==> config.mk <==
export PLATFORM = sky130hd
export DESIGN_NAME = fetch_stage
export DESIGN_NICKNAME = d
export VERILOG_FILES = /design/src/rtl/cpu_pkg.sv /design/src/rtl/fetch_stage_pc_next_sel.sv /design/src/rtl/fetch_stage.sv
export SDC_FILE = /design/constraint.sdc
export NUM_CORES = 1
export LEC_CHECK = 0
export CORE_AREA = 5 5 114 138
export CTS_BUF_LIST = sky130_fd_sc_hd__clkbuf_16
export CTS_CLUSTER_DIAMETER = 150
export DETAILED_ROUTE_END_ITERATION = 10
export DIE_AREA = 0 0 119 143
export PLACE_DENSITY_LB_ADDON = 0.3
export SLEW_MARGIN = 0
export SYNTH_ARGS = -nofsm -noshare
export SYNTH_HDL_FRONTEND = slang
export SYNTH_SLANG_ARGS = --single-unit
export TNS_END_PERCENT = 30
==> constraint.sdc <==
create_clock -name clk -period 6.2 [get_ports clk]
set_clock_uncertainty 0.1 [all_clocks]
set_input_delay 1.86 -clock clk [delete_from_list [all_inputs] [get_ports clk]]
set_output_delay 1.86 -clock clk [all_outputs]
set_load 0.03 [all_outputs]
==> src/rtl/cpu_pkg.sv <==
// Shared definitions for the five-stage MIPS pipeline: bus widths, reset and
// exception vectors, and the IF stage control-state encoding.
package cpu_pkg;

  localparam int unsigned PC_W        = 32;
  localparam int unsigned INST_W      = 32;
  localparam int unsigned BR_BUS_W    = 33;
  localparam int unsigned EXC_BUS_W   = 33;
  localparam int unsigned IF_ID_BUS_W = 64;

  localparam logic [PC_W-1:0] RESET_PC  = 32'h0000_0034;
  // Handler entry; the WB stage supplies the real target on exc_bus.
  localparam logic [PC_W-1:0] EXC_ENTRY = 32'h0000_0000;

  // Encoding is {if_valid, br_pend}.
  typedef enum logic [1:0] {
    IF_RESET      = 2'b00,
    IF_FETCH      = 2'b10,
    IF_FETCH_PEND = 2'b11
  } if_state_e;

endpackage

==> src/rtl/fetch_stage_pc_next_sel.sv <==
// Next-PC priority select: exception/ERET redirect, then pending branch
// target, then sequential pc + 4 (32-bit wrap).
module pc_next_sel
  import cpu_pkg::*;
(
  input  logic            exc_valid_i,
  input  logic [PC_W-1:0] exc_target_i,
  input  logic            br_pend_i,
  input  logic [PC_W-1:0] br_tgt_i,
  input  logic [PC_W-1:0] pc_i,
  output logic [PC_W-1:0] next_pc_o
);

  // Fixed priority mux over the three redirect sources.
  always_comb begin
    next_pc_o = pc_i + 32'd4;
    if (exc_valid_i) begin
      next_pc_o = exc_target_i;
    end else if (br_pend_i) begin
      next_pc_o = br_tgt_i;
    end
  end

endmodule

==> src/rtl/fetch_stage.sv <==
// Instruction-fetch stage: holds the PC, addresses the asynchronous ROM and
// hands {pc, inst} to ID under the valid/allowin handshake. Handles delay
// slots, branches taken under stall and exception/ERET redirects.
// Optional macro FETCH_ADEF_EN: flag misaligned / out-of-range fetch
// addresses on if_adef and replace the instruction with a NOP.
module fetch_stage
  import cpu_pkg::*;
#(
  parameter logic [PC_W-1:0] RESET_PC = cpu_pkg::RESET_PC,
  parameter int unsigned     ROM_AW   = 8
) (
  input  logic                   clk,
  input  logic                   rst,
  output logic [ROM_AW-1:0]      inst_addr,
  input  logic [INST_W-1:0]      inst,
  input  logic                   id_allowin,
  input  logic [BR_BUS_W-1:0]    br_bus,
  input  logic [EXC_BUS_W-1:0]   exc_bus,
  output logic                   if_over,
  output logic [IF_ID_BUS_W-1:0] if_id_bus,
  output logic                   if_adef,
  output logic [PC_W-1:0]        if_pc
);

  if_state_e       state_q, state_d;
  logic [PC_W-1:0] pc_q, pc_d;
  logic [PC_W-1:0] br_tgt_q, br_tgt_d;
  logic [PC_W-1:0] next_pc;

  logic            exc_valid;
  logic [PC_W-1:0] exc_target;
  logic            br_taken;
  logic [PC_W-1:0] br_target;
  logic            if_valid;
  logic            br_pend;
  logic            adv;
  logic            pend_eff;
  logic [PC_W-1:0] tgt_eff;

  assign exc_valid  = exc_bus[32];
  assign exc_target = exc_bus[31:0];
  // An exception in the same cycle overrides any branch from ID.
  assign br_taken   = br_bus[32] & ~exc_valid;
  assign br_target  = br_bus[31:0];

  assign if_valid = (state_q != IF_RESET);
  assign br_pend  = (state_q == IF_FETCH_PEND);
  assign adv      = if_over & id_allowin;

  // A branch arriving while the delay slot advances is consumed directly so
  // the sequential successor of the delay slot is never fetched; a branch
  // arriving under stall is latched and used once the delay slot advances.
  assign pend_eff = br_pend | br_taken;
  assign tgt_eff  = br_taken ? br_target : br_tgt_q;

  pc_next_sel u_pc_next_sel (
    .exc_valid_i  (exc_valid),
    .exc_target_i (exc_target),
    .br_pend_i    (pend_eff),
    .br_tgt_i     (tgt_eff),
    .pc_i         (pc_q),
    .next_pc_o    (next_pc)
  );

  // State register plus PC and latched branch target.
  always_ff @(posedge clk) begin
    if (rst) begin
      state_q  <= IF_RESET;
      pc_q     <= RESET_PC;
      br_tgt_q <= '0;
    end else begin
      state_q  <= state_d;
      pc_q     <= pc_d;
      br_tgt_q <= br_tgt_d;
    end
  end

  // Next-state and datapath update: redirect on exception, advance on handshake.
  always_comb begin
    state_d  = state_q;
    pc_d     = pc_q;
    br_tgt_d = br_tgt_q;
    if (exc_valid || adv) begin
      pc_d = next_pc;
    end
    if (br_taken) begin
      br_tgt_d = br_target;
    end
    unique case (state_q)
      IF_RESET: state_d = IF_FETCH;
      IF_FETCH, IF_FETCH_PEND: begin
        if (exc_valid || adv) begin
          state_d = IF_FETCH;
        end else if (br_taken) begin
          state_d = IF_FETCH_PEND;
        end
      end
      default: state_d = IF_RESET;
    endcase
  end

  // Outputs: handshake valid, address-error flag and the IF->ID bus.
  always_comb begin
    if_over   = if_valid & ~exc_valid & ~rst;
    inst_addr = pc_q[ROM_AW+1:2];
    if_pc     = pc_q;
`ifdef FETCH_ADEF_EN
    if_adef   = if_valid & ~rst &
                ((pc_q[1:0] != 2'b00) | (pc_q[PC_W-1:ROM_AW+2] != '0));
    if_id_bus = {pc_q, (if_adef ? '0 : inst)};
`else
    if_adef   = 1'b0;
    if_id_bus = {pc_q, inst};
`endif
  end

endmodule

# ---- After elaboration in Yosys (flattened, before gate mapping)
# Cells that the tools add are included.
dict set report word_totals {
  ff_bits 66
  in_bits 101
  output_inout_bits 106
  elab_cells 24
}
dict set report op_classes {
  add_sub_neg 1
  eq_ne 3
  n_mux 6
  bitwise 7
  n_reduce_logical 4
}
# op count
set op_table {}
lappend op_table {{2-to-1 mux 32 bit} 3}
lappend op_table {{adder 32 x 3 -> 32 bit (second input constant)} 1}
lappend op_table {{bitwise AND 1 bit} 4}
lappend op_table {{equality test 2 bit (second input constant)} 2}
lappend op_table {{2-to-1 mux 2 bit} 2}
lappend op_table {{case mux 2 bit (2 select lines)} 1}
lappend op_table {{!= test 3 bit (second input constant)} 1}
lappend op_table {{logical NOT 2 bit} 1}
lappend op_table {{NOT 1 bit} 2}
lappend op_table {{nonzero test 2 bit} 1}
lappend op_table {{OR reduction 2 bit} 1}
lappend op_table {{logical OR 1 bit} 1}
lappend op_table {{OR 1 bit} 1}

# ---- Longest topological paths before layout
# Gate-level depths: netlist of run 1.
dict set report logic_depth {
  word_depth 7
  ltp_mapped 8
  depth_no_buf 6
}

# ---- By module
# A second synthesis of run 1 with hierarchy kept.
dict set report hier_totals {
  hier_cells 521
  hier_area_um2 4708.3
}
# mod instances cells_per_inst area_each_um2
set modules_own_cells {}
lappend modules_own_cells {fetch_stage 1 328 3455.8}
lappend modules_own_cells {pc_next_sel 1 193 1252.5}

# ---- Worst setup path after synthesis of run 1
# Ideal clock, no wire load.
dict set report synth_path {
  path_type {input port to output port}
  start {input exc_bus[32]}
  end {output if_over}
  arrival_ns 3.121
  t_required_ns 4.240
  slack_ns 1.119
  cell_stages 4
  path_buffers 3
  cell_sequence {buf_2 clkbuf_1 clkbuf_1 nor3_1}
}
dict set report synth_via {
  elab_chain_cells 3
}
# element line
set synth_rtl {}
lappend synth_rtl {{from (decl)} fetch_stage.sv:18} ;# input logic [EXC_BUS_W-1:0] exc_bus,
lappend synth_rtl {{NOT 1 bit} fetch_stage.sv:104} ;# if_over = if_valid & ~exc_valid & ~rst;
lappend synth_rtl {{bitwise AND 1 bit (2 in series)} fetch_stage.sv:104}
lappend synth_rtl {{to (decl)} fetch_stage.sv:19} ;# output logic if_over,
# No other way between the ends.

# ---- Worst setup path in the final report of run 1
# Ends and elaborated chain as after synthesis.

==> results of run 1 <==
==> placed cells by master, fill, tap and decap left out, drive strengths merged, types with 10 or more instances in the layout <==
master,count
nand3,16
and3,10
nand2,92
a21oi,62
nor3,17
nor2,36
clkdlybuf4s50,140
a211oi,12
o22ai,30
nor4,13
o21ai,23
dfxtp,66
nand4,11
==> cell families after synthesis <==
| family | Yosys count | synth area share [%] |
|---|---|---|
| and+or+nand+nor | 218 | 25.03 |
| AOI/OAI and AO/OA | 165 | 24.82 |
| buffers and inverters | 118 | 17.47 |
| DFF | 66 | 31.54 |
| other | 1 | 0.08952 |
| adders and majority gates | 1 | 0.2986 |
| muxes | 3 | 0.7467 |
==> layout make-up <==
type	instances	area share (%)
Inverter	4	0.2743
Clock inverter	7	1.532
Timing Repair Buffer	149	26.79
Sequential cell	66	24.14
Clock buffer	9	4.115
Multi-Input combinational cell	388	39.14
Tap cell	175	4.001
==> registers in the layout, indices dropped and copies added, names as in the netlist <==
register,flops
br_tgt_q,32
if_pc,32
state_q,2
==> worst max-delay path: stages <==
cell and delay, ns:
sky130_fd_sc_hd__clkdlybuf4s50_1 0.42, sky130_fd_sc_hd__nor3_1 0.19, sky130_fd_sc_hd__buf_4 0.16, sky130_fd_sc_hd__clkdlybuf4s50_1 0.67
==> layer usage <==
metal	share of wire, %	track usage [%]	wire length [um]
met3	7.4	3.011	1109
met1	42	21.87	6356
met5	0	0	0
met4	2.2	6.772	337
met2	48	28.46	7283
==> stage by stage <==
stage	power (mW)	setup WS, ns	util [%]	hold slack [ns]
floorplan	0.7486	1.119	-	0.3332
global placement	0.8465	0.8999	36.43	0.3411
detailed placement	0.8495	0.9265	36.43	0.3480
CTS	1.384	0.9253	38.61	0.3556
global route	1.431	0.8892	38.61	0.3758
finish	1.378	0.9386	38.61	0.3548
==> power breakdown <==
part           internal [mW]  switching, mW  leakage (nW)
Clock                  0.347          0.189         0.148
Combinational          0.151          0.198          1.22
Sequential             0.453         0.0402         0.544
Total                  0.950          0.427          1.91
==> worst min-delay path by stage <==
| stage | cells after the start | from | slack (ns) | endpoint |
|---|---|---|---|---|
| after floorplan | 2 | br_tgt_q[19]$_SDFF_PP0_ | 0.33 | br_tgt_q[19]$_SDFF_PP0_ |
| after global placement | 2 | br_tgt_q[3]$_SDFF_PP0_ | 0.34 | br_tgt_q[3]$_SDFF_PP0_ |
| after detailed placement | 2 | br_tgt_q[29]$_SDFF_PP0_ | 0.35 | br_tgt_q[29]$_SDFF_PP0_ |
| after CTS | 2 | br_tgt_q[29]$_SDFF_PP0_ | 0.36 | br_tgt_q[29]$_SDFF_PP0_ |
| after global routing | 2 | br_tgt_q[23]$_SDFF_PP0_ | 0.38 | br_tgt_q[23]$_SDFF_PP0_ |
| final | 2 | br_tgt_q[29]$_SDFF_PP0_ | 0.35 | br_tgt_q[29]$_SDFF_PP0_ |
==> flow_metrics.py, run 1 <==
metrics = {
    "outcome": {
        "run_status": "completed",
    },
    "detailed_routing": {
        "viasPerCell": 5.471,
        "first_iter_violations": 265,
        "dr_total_vias": 4366,
        "drtAntennaViolNets": 0,
        "totalWireLength_um": 15090,
        "drcViolationCount": 0,
        "wire_length_per_cell_after_detailed_routing_um": 18.91,
        "drt_first_pass_iters": 4,
    },
    "min_path": {
        "worstHoldPathType": "reg2reg",
    },
    "sta": {
        "total_setup_violations_reported_at_the_end_of_the_flow": 0,
        "timing_max_transition_violations_final": 0,
        "max-slew-margin-rel_pct": 36.53,
        "final_period_minus_worst_setup_slack_ns": 5.261,
        "timing.setup.tns_ns": 0,
        "setup_repair_after_global_routing_missed_its_margin": "false",
        "max_slew.worst_pin.slew_ns": 0.9486,
        "finalHoldViolations": 0,
        "achievable-frequency_mhz": 190.1,
        "fin_crit_sh_pct": 84.86,
    },
    "worst_setup_path": {
        "timing.critical_path.to": "if_over",
        "critPathMaxFanout": 2,
        "r2r_end": "if_pc[22]$_SDFFE_PP0P_",
        "critPathArrivalTime_ns": 3.30,
        "startpoint": "exc_bus[32]",
        "worstSetupPathType": "in2out",
        "launch_point_of_the_worst_reg_to_reg_path": "if_pc[2]$_SDFFE_PP1P_",
        "timing.critical_path.to_type": "output pin",
        "r2r_cells": 6,
        "critPathLaunchType": "input port",
        "r2r_setup_slack_ns": 3.57,
        "cp.required_ns": 4.24,
    },
    "power": {
        "irDropWorstVdd_uv": 105.1,
        "pwr_density_cell_nw_per_um2": 251.7,
        "cellLeakagePower_nw": 1.910,
    },
    "clock_network": {
        "cts_root_buffer": "sky130_fd_sc_hd__clkbuf_16",
        "cts_tree": "done",
        "post_cts_resized": 0,
        "cts_setup_buffers": 0,
        "numClockSinks": 66,
        "worst_setup_hold_path_clk_slew_ns": 0.06,
        "clkLatencyLatePin_ns": 0.33,
        "cts_hold_buffers": 0,
        "cts_max_path_buffers": 2,
        "tritoncts.num_buffers": 9,
        "htreeDepth": 3,
    },
    "yosys": {
        "synth.yosys.warnings": 0,
        "post-synth-top-count-cell": "sky130_fd_sc_hd__nand2_1",
        "synth_top_cells_by_count": "sky130_fd_sc_hd__nand2_1, sky130_fd_sc_hd__buf_4, sky130_fd_sc_hd__dfxtp_1",
        "syn_nets": 674,
        "ys_dominant_reg_cell": "sky130_fd_sc_hd__dfxtp_1",
        "synth_enable_flop_cells": 0,
        "synth_largest_area_cell": "sky130_fd_sc_hd__dfxtp_1",
        "postSynthAreaPerCell_um2": 7.323,
        "async_reset_ff_share_pct": 0,
        "synth.area.top_cells": "sky130_fd_sc_hd__dfxtp_1, sky130_fd_sc_hd__buf_4, sky130_fd_sc_hd__nand2_1",
        "synth_top_area_share_pct": 31.54,
        "netlist_area_before_placement_um2": 4189,
        "synth.yosys.seq_area_share_pct": 31.54,
        "postSynthRegisterBits": 66,
        "count_of_unique_library_cells_instantiated_by_yosys": 48,
        "post_synth_inst_count": 572,
    },
    "grt": {
        "antenna_found_initial": 0,
        "grt_usage_pct": 17.04,
        "grt_max_degree": 72,
        "grt_pass1_wl_um": 23250,
        "sum_of_overflow_across_all_layers_after_global_routing": 0,
        "grt_pass1_vias": 4257,
    },
    "layout": {
        "stdcell_area_um2": 5473,
        "nFillCells": 1482,
        "insertedDiodeCount": 0,
        "register_area_um2": 1321,
        "number_of_nets_in_the_layout": 720,
        "multi_input_area_um2": 2142,
        "drive_gt1_share_pct": 4.655,
        "layout.cells.non_filler": 798,
        "syn_to_final_growth_pct": 30.65,
    },
    "floorplan": {
        "fp-row-count": 48,
        "floorplan.core_area_um2": 14170,
        "die_x_um": 119,
        "pin_count": 207,
        "die_area_um2": 17020,
        "initial_core_util_pct": 29.56,
        "fp.dieH_um": 143,
    },
    "placement": {
        "postPlaceCellArea_um2": 5164,
        "detailed_place_hpwl_um": 11250,
        "dp.cells": 782,
        "gp_routability_congestion": 0.8352,
        "port_buffers": 141,
    },
    "job": {
        "max_cap_violations": 0,
    },
}
(Power assumes the default switching activity.)
==> run 2, diff against run 1 <==
- clock period: 6.2 -> 4.65 ns (I/O delays scaled with it)
==> flow_metrics.py, run 2 (same netlist as run 1, synthesis figures left out) <==
metrics = {
    "power": {
        "sw_frac_of_total_pct": 31.66,
        "power_report.internal_total_mw": 1.213,
        "switchingPower_uw": 561.8,
        "seq_power_share_pct": 37.2,
        "combPwrFrac_pct": 26.5,
        "irDropWorstVdd_uv": 125.2,
        "pwr_density_cell_nw_per_um2": 321.6,
        "cellLeakagePower_nw": 1.948,
        "clockPowerShare_pct": 36.3,
        "finalPower_mw": 1.774,
    },
    "sta": {
        "timing_max_transition_violations_final": 0,
        "achievable-frequency_mhz": 263.1,
        "finalHoldViolations": 0,
        "final.setup.worst_slack_ns": 0.8491,
        "worst_hold_slack_ns": 0.3523,
        "setup_repair_after_global_routing_missed_its_margin": "false",
        "fin_crit_sh_pct": 81.74,
        "max_slew.worst_pin.slew_ns": 0.8714,
        "timing.setup.tns_ns": 0,
        "final_period_minus_worst_setup_slack_ns": 3.801,
        "max-slew-margin-rel_pct": 41.42,
        "total_setup_violations_reported_at_the_end_of_the_flow": 0,
    },
    "worst_setup_path": {
        "cpMaxStageDelayCell": "sky130_fd_sc_hd__clkdlybuf4s50_1",
        "crit_family": "buffers and inverters",
        "cpPeakStageDelay_ns": 0.42,
        "timing.critical_path.to_type": "output pin",
        "critPathMaxFanout": 2,
        "critPathArrivalTime_ns": 2.31,
        "cp.required_ns": 3.15,
        "critPathLaunchType": "input port",
        "path_cells": "clkdlybuf4s50_1 > nor3_1 > buf_4 > buf_12",
        "crit_buf_inv": 3,
        "worstSetupPathType": "in2out",
    },
    "placement": {
        "placement.setup.worst_slack_ns": 0.6941,
        "postPlaceCellArea_um2": 5241,
        "port_buffers": 141,
        "gp_routability_congestion": 0.8957,
        "detailed_place_hpwl_um": 11690,
        "dp.cells": 791,
    },
    "detailed_routing": {
        "drt_first_pass_iters": 5,
        "viasPerCell": 5.592,
        "wire_length_per_cell_after_detailed_routing_um": 19.06,
        "drtAntennaViolNets": 0,
        "dr_total_vias": 4507,
        "totalWireLength_um": 15360,
        "first_iter_violations": 377,
        "drcViolationCount": 0,
    },
    "clock_network": {
        "cts_tree": "done",
        "cts_root_buffer": "sky130_fd_sc_hd__clkbuf_16",
        "cts_max_path_buffers": 2,
        "worst_setup_hold_path_clk_slew_ns": 0.05,
        "cts_setup_buffers": 0,
        "tritoncts.num_buffers": 9,
        "post_cts_resized": 0,
        "htreeDepth": 3,
        "cts_hold_buffers": 0,
        "numClockSinks": 66,
        "clkLatencyLatePin_ns": 0.33,
    },
    "grt": {
        "sum_of_overflow_across_all_layers_after_global_routing": 0,
        "grt_usage_pct": 17.23,
        "grt_max_degree": 70,
        "grt_pass1_vias": 4214,
        "antenna_found_initial": 0,
        "grt_pass1_wl_um": 23390,
    },
    "layout": {
        "layout.cells.most_common": "sky130_fd_sc_hd__clkdlybuf4s50_1",
        "register_area_um2": 1321,
        "nFillCells": 1472,
        "final_core_util_pct": 38.92,
        "multi_input_area_um2": 2142,
        "number_of_nets_in_the_layout": 729,
        "stdcell_area_um2": 5517,
        "drive_gt1_share_pct": 5.864,
        "mostFrequentLayoutCells": "sky130_fd_sc_hd__clkdlybuf4s50_1, sky130_fd_sc_hd__nand2_1, sky130_fd_sc_hd__dfxtp_1",
        "syn_to_final_growth_pct": 31.69,
        "insertedDiodeCount": 0,
        "layout.cells.non_filler": 806,
    },
    "floorplan": {
        "die_area_um2": 17020,
        "initial_core_util_pct": 29.56,
        "floorplan.core_area_um2": 14170,
        "pin_count": 207,
        "die_x_um": 119,
        "fp.dieH_um": 143,
        "fp-row-count": 48,
    },
    "outcome": {
        "run_status": "completed",
    },
    "job": {
        "max_cap_violations": 0,
    },
    "min_path": {
        "worstHoldPathType": "reg2reg",
    },
}
==> run 2: cell types whose count changed in the layout (fill, tap and decap cells not counted), sizes merged <==
cell	before	now
buf	9	19
bufinv	2	1
clkdlybuf4s50	140	139
clkinvlp	1	0
inv	3	4
==> run 2: worst reg2reg max path, stage by stage (launching register included) <==
cell,delay (ns)
sky130_fd_sc_hd__dfxtp_1,0.50
sky130_fd_sc_hd__ha_1,0.27
sky130_fd_sc_hd__nand3_1,0.29
sky130_fd_sc_hd__nor4_1,0.71
sky130_fd_sc_hd__nand4_1,0.17
sky130_fd_sc_hd__nor3b_1,0.18
sky130_fd_sc_hd__a2111oi_2,0.34
==> run 2: path summary, 6_finish.rpt <==
check	from	endpoint	slack, ns	cells after the start
setup / recovery	exc_bus[32]	if_over	0.85	4
hold / removal	br_tgt_q[26]$_SDFF_PP0_	br_tgt_q[26]$_SDFF_PP0_	0.35	2
setup reg to reg	if_pc[2]$_SDFFE_PP1P_	if_pc[22]$_SDFFE_PP0P_	1.99	6
hold reg to reg	br_tgt_q[26]$_SDFF_PP0_	br_tgt_q[26]$_SDFF_PP0_	0.35	2
==> run 2: layout make-up <==
class / instances / share of cell area (%)
Clock buffer: 9 / 4.083
Clock inverter: 6 / 0.9072
Inverter: 4 / 0.2722
Multi-Input combinational cell: 388 / 38.83
Sequential cell: 66 / 23.95
Tap cell: 175 / 3.969
Timing Repair Buffer: 158 / 27.99
==> run 2: layer usage <==
layer | wire (um) | global-route usage (%) | part of all wire (%) | up-vias
met3 | 1184 | 4.081 | 7.7 | 26
met4 | 330 | 6.345 | 2.1 | 0
li1 | - | - | - | 2109
met2 | 7663 | 29.09 | 50 | 241
met5 | 0 | 0 | 0 | -
met1 | 6182 | 21.43 | 40 | 2131
==> run 2: power by group through the flow <==
stage	Combinational, mW	Clock [mW]	Sequential, mW
3_3_place_gp	0.467	0	0.668
4_1_cts	0.470	0.652	0.659
2_1_floorplan	0.299	0	0.699
5_1_grt	0.498	0.680	0.667
6_report	0.470	0.645	0.660
3_5_place_dp	0.468	0	0.671
==> run 3, diff against run 2 <==
- clock period: 4.65 -> 3.4 ns (I/O delays scaled with it)
==> flow_metrics.py, run 3 (same netlist as run 1, synthesis figures left out) <==
metrics = {
    "outcome": {
        "run_status": "completed",
    },
    "sta": {
        "total_setup_violations_reported_at_the_end_of_the_flow": 0,
        "timing.setup.tns_ns": 0,
        "fin_crit_sh_pct": 96.46,
        "final_period_minus_worst_setup_slack_ns": 3.279,
        "final.setup.worst_slack_ns": 0.1205,
        "worst_hold_slack_ns": 0.3540,
        "timing_max_transition_violations_final": 0,
        "max-slew-margin-rel_pct": 45.45,
        "max_slew.worst_pin.slew_ns": 0.8116,
        "achievable-frequency_mhz": 304.9,
        "setup_repair_after_global_routing_missed_its_margin": "false",
        "finalHoldViolations": 0,
    },
    "power": {
        "switchingPower_uw": 770.8,
        "irDropWorstVdd_uv": 250.4,
        "pwr_density_cell_nw_per_um2": 433.8,
        "sw_frac_of_total_pct": 31.55,
        "cellLeakagePower_nw": 2.014,
        "clockPowerShare_pct": 36.2,
        "power_report.internal_total_mw": 1.672,
        "combPwrFrac_pct": 27.0,
        "seq_power_share_pct": 36.8,
    },
    "placement": {
        "detailed_place_hpwl_um": 12030,
        "gp_routability_congestion": 0.8948,
        "placement.setup.worst_slack_ns": 0.1037,
        "port_buffers": 141,
    },
    "clock_network": {
        "htreeDepth": 3,
        "post_cts_resized": 0,
        "numClockSinks": 66,
        "cts_hold_buffers": 0,
        "worst_setup_hold_path_clk_slew_ns": 0.05,
        "cts_root_buffer": "sky130_fd_sc_hd__clkbuf_16",
        "cts_setup_buffers": 0,
        "cts_tree": "done",
        "clkLatencyLatePin_ns": 0.34,
        "cts_max_path_buffers": 2,
        "tritoncts.num_buffers": 9,
    },
    "worst_setup_path": {
        "critPathArrivalTime_ns": 2.16,
        "cp.required_ns": 2.28,
        "timing.critical_path.to_type": "output pin",
        "critPathMaxFanout": 7,
        "critPathLaunchType": "input port",
        "worstSetupPathType": "in2out",
        "launch_point_of_the_worst_reg_to_reg_path": "if_pc[2]$_SDFFE_PP1P_",
        "r2r_setup_slack_ns": 0.84,
        "r2r_cells": 7,
        "r2r_end": "if_pc[22]$_SDFFE_PP0P_",
    },
    "detailed_routing": {
        "dr_total_vias": 4423,
        "first_iter_violations": 337,
        "drt_first_pass_iters": 5,
        "drtAntennaViolNets": 0,
        "viasPerCell": 5.400,
        "totalWireLength_um": 15430,
        "drcViolationCount": 0,
        "wire_length_per_cell_after_detailed_routing_um": 18.83,
    },
    "layout": {
        "number_of_nets_in_the_layout": 742,
        "syn_to_final_growth_pct": 34.44,
        "layout.cells.most_common": "sky130_fd_sc_hd__clkdlybuf4s50_1",
        "mostFrequentLayoutCells": "sky130_fd_sc_hd__clkdlybuf4s50_1, sky130_fd_sc_hd__nand2_1, sky130_fd_sc_hd__dfxtp_1",
        "insertedDiodeCount": 0,
        "nFillCells": 1466,
        "drive_gt1_share_pct": 7.919,
    },
    "grt": {
        "grt_usage_pct": 17.53,
        "grt_max_degree": 71,
        "antenna_found_initial": 0,
        "grt_pass1_vias": 4333,
        "sum_of_overflow_across_all_layers_after_global_routing": 0,
        "grt_pass1_wl_um": 23610,
    },
    "floorplan": {
        "pin_count": 207,
        "fp-row-count": 48,
        "floorplan.core_area_um2": 14170,
        "fp.dieH_um": 143,
        "initial_core_util_pct": 29.56,
        "die_x_um": 119,
        "die_area_um2": 17020,
    },
    "min_path": {
        "worst_hold_stages": 2,
        "holdCritStartpoint": "br_tgt_q[24]$_SDFF_PP0_",
        "worstHoldEndpoint": "br_tgt_q[24]$_SDFF_PP0_",
        "worstHoldPathType": "reg2reg",
    },
    "job": {
        "max_cap_violations": 0,
    },
}
[run 3: changes by cell type in the layout (fill, tap and decap cells not counted), sizes merged]
| cell | change |
|---|---|
| buf | +13 |
[run 3: power by group through the flow]
stage | Clock, mW | Combinational [mW] | Sequential (mW)
3_3_place_gp | 0 | 0.660 | 0.912
2_1_floorplan | 0 | 0.409 | 0.956
6_report | 0.885 | 0.660 | 0.899
4_1_cts | 0.902 | 0.662 | 0.898
5_1_grt | 0.933 | 0.701 | 0.908
3_5_place_dp | 0 | 0.660 | 0.915
[run 3: metrics by stage]
step                      cell area (um2)  power [mW]  cells  util, %
final                                5632       2.443    819    39.73
after global routing                 5632       2.543    819    39.73
after CTS                            5632       2.461    819    39.73
after detailed placement             5356       1.575    804    37.79
after global placement               5356       1.572    804    37.79
after floorplan                      4194       1.365    572        -
[run 3: routing by layer]
metal | wire length [um] | up-vias | global-route usage (%) | share of wire (%)
li1 | - | 2145 | - | -
met1 | 6097 | 2053 | 20.58 | 40
met2 | 7792 | 189 | 30.16 | 51
met3 | 1045 | 36 | 4.041 | 6.8
met4 | 490 | 0 | 8.542 | 3.2
met5 | 0 | - | 0 | 0
[run 3: worst max-delay path by stage]
stage | start | to | slack (ns) | cells past startpoint
2_1_floorplan | exc_bus[32] | if_over | 0.24 | 4
3_3_place_gp | exc_bus[32] | if_over | 0.11 | 3
3_5_place_dp | exc_bus[32] | if_over | 0.10 | 3
4_1_cts | exc_bus[32] | if_over | 0.10 | 3
5_1_grt | exc_bus[32] | if_over | 0.09 | 3
6_report | exc_bus[32] | if_over | 0.12 | 3
[run 3: area by class of cell]
class | count | area [um2] | area share (%)
Sequential cell | 66 | 1321 | 23.46
Clock inverter | 6 | 50.05 | 0.8887
Clock buffer | 9 | 225.2 | 3.999
Inverter | 4 | 15.01 | 0.2666
Timing Repair Buffer | 171 | 1654 | 29.37
Tap cell | 175 | 219.0 | 3.888
Multi-Input combinational cell | 388 | 2147 | 38.12
[run 3: worst max-delay path, stage by stage]
cell	delay (ns)
sky130_fd_sc_hd__clkdlybuf4s50_1	0.56
sky130_fd_sc_hd__nor3_2	0.40
sky130_fd_sc_hd__buf_12	0.17
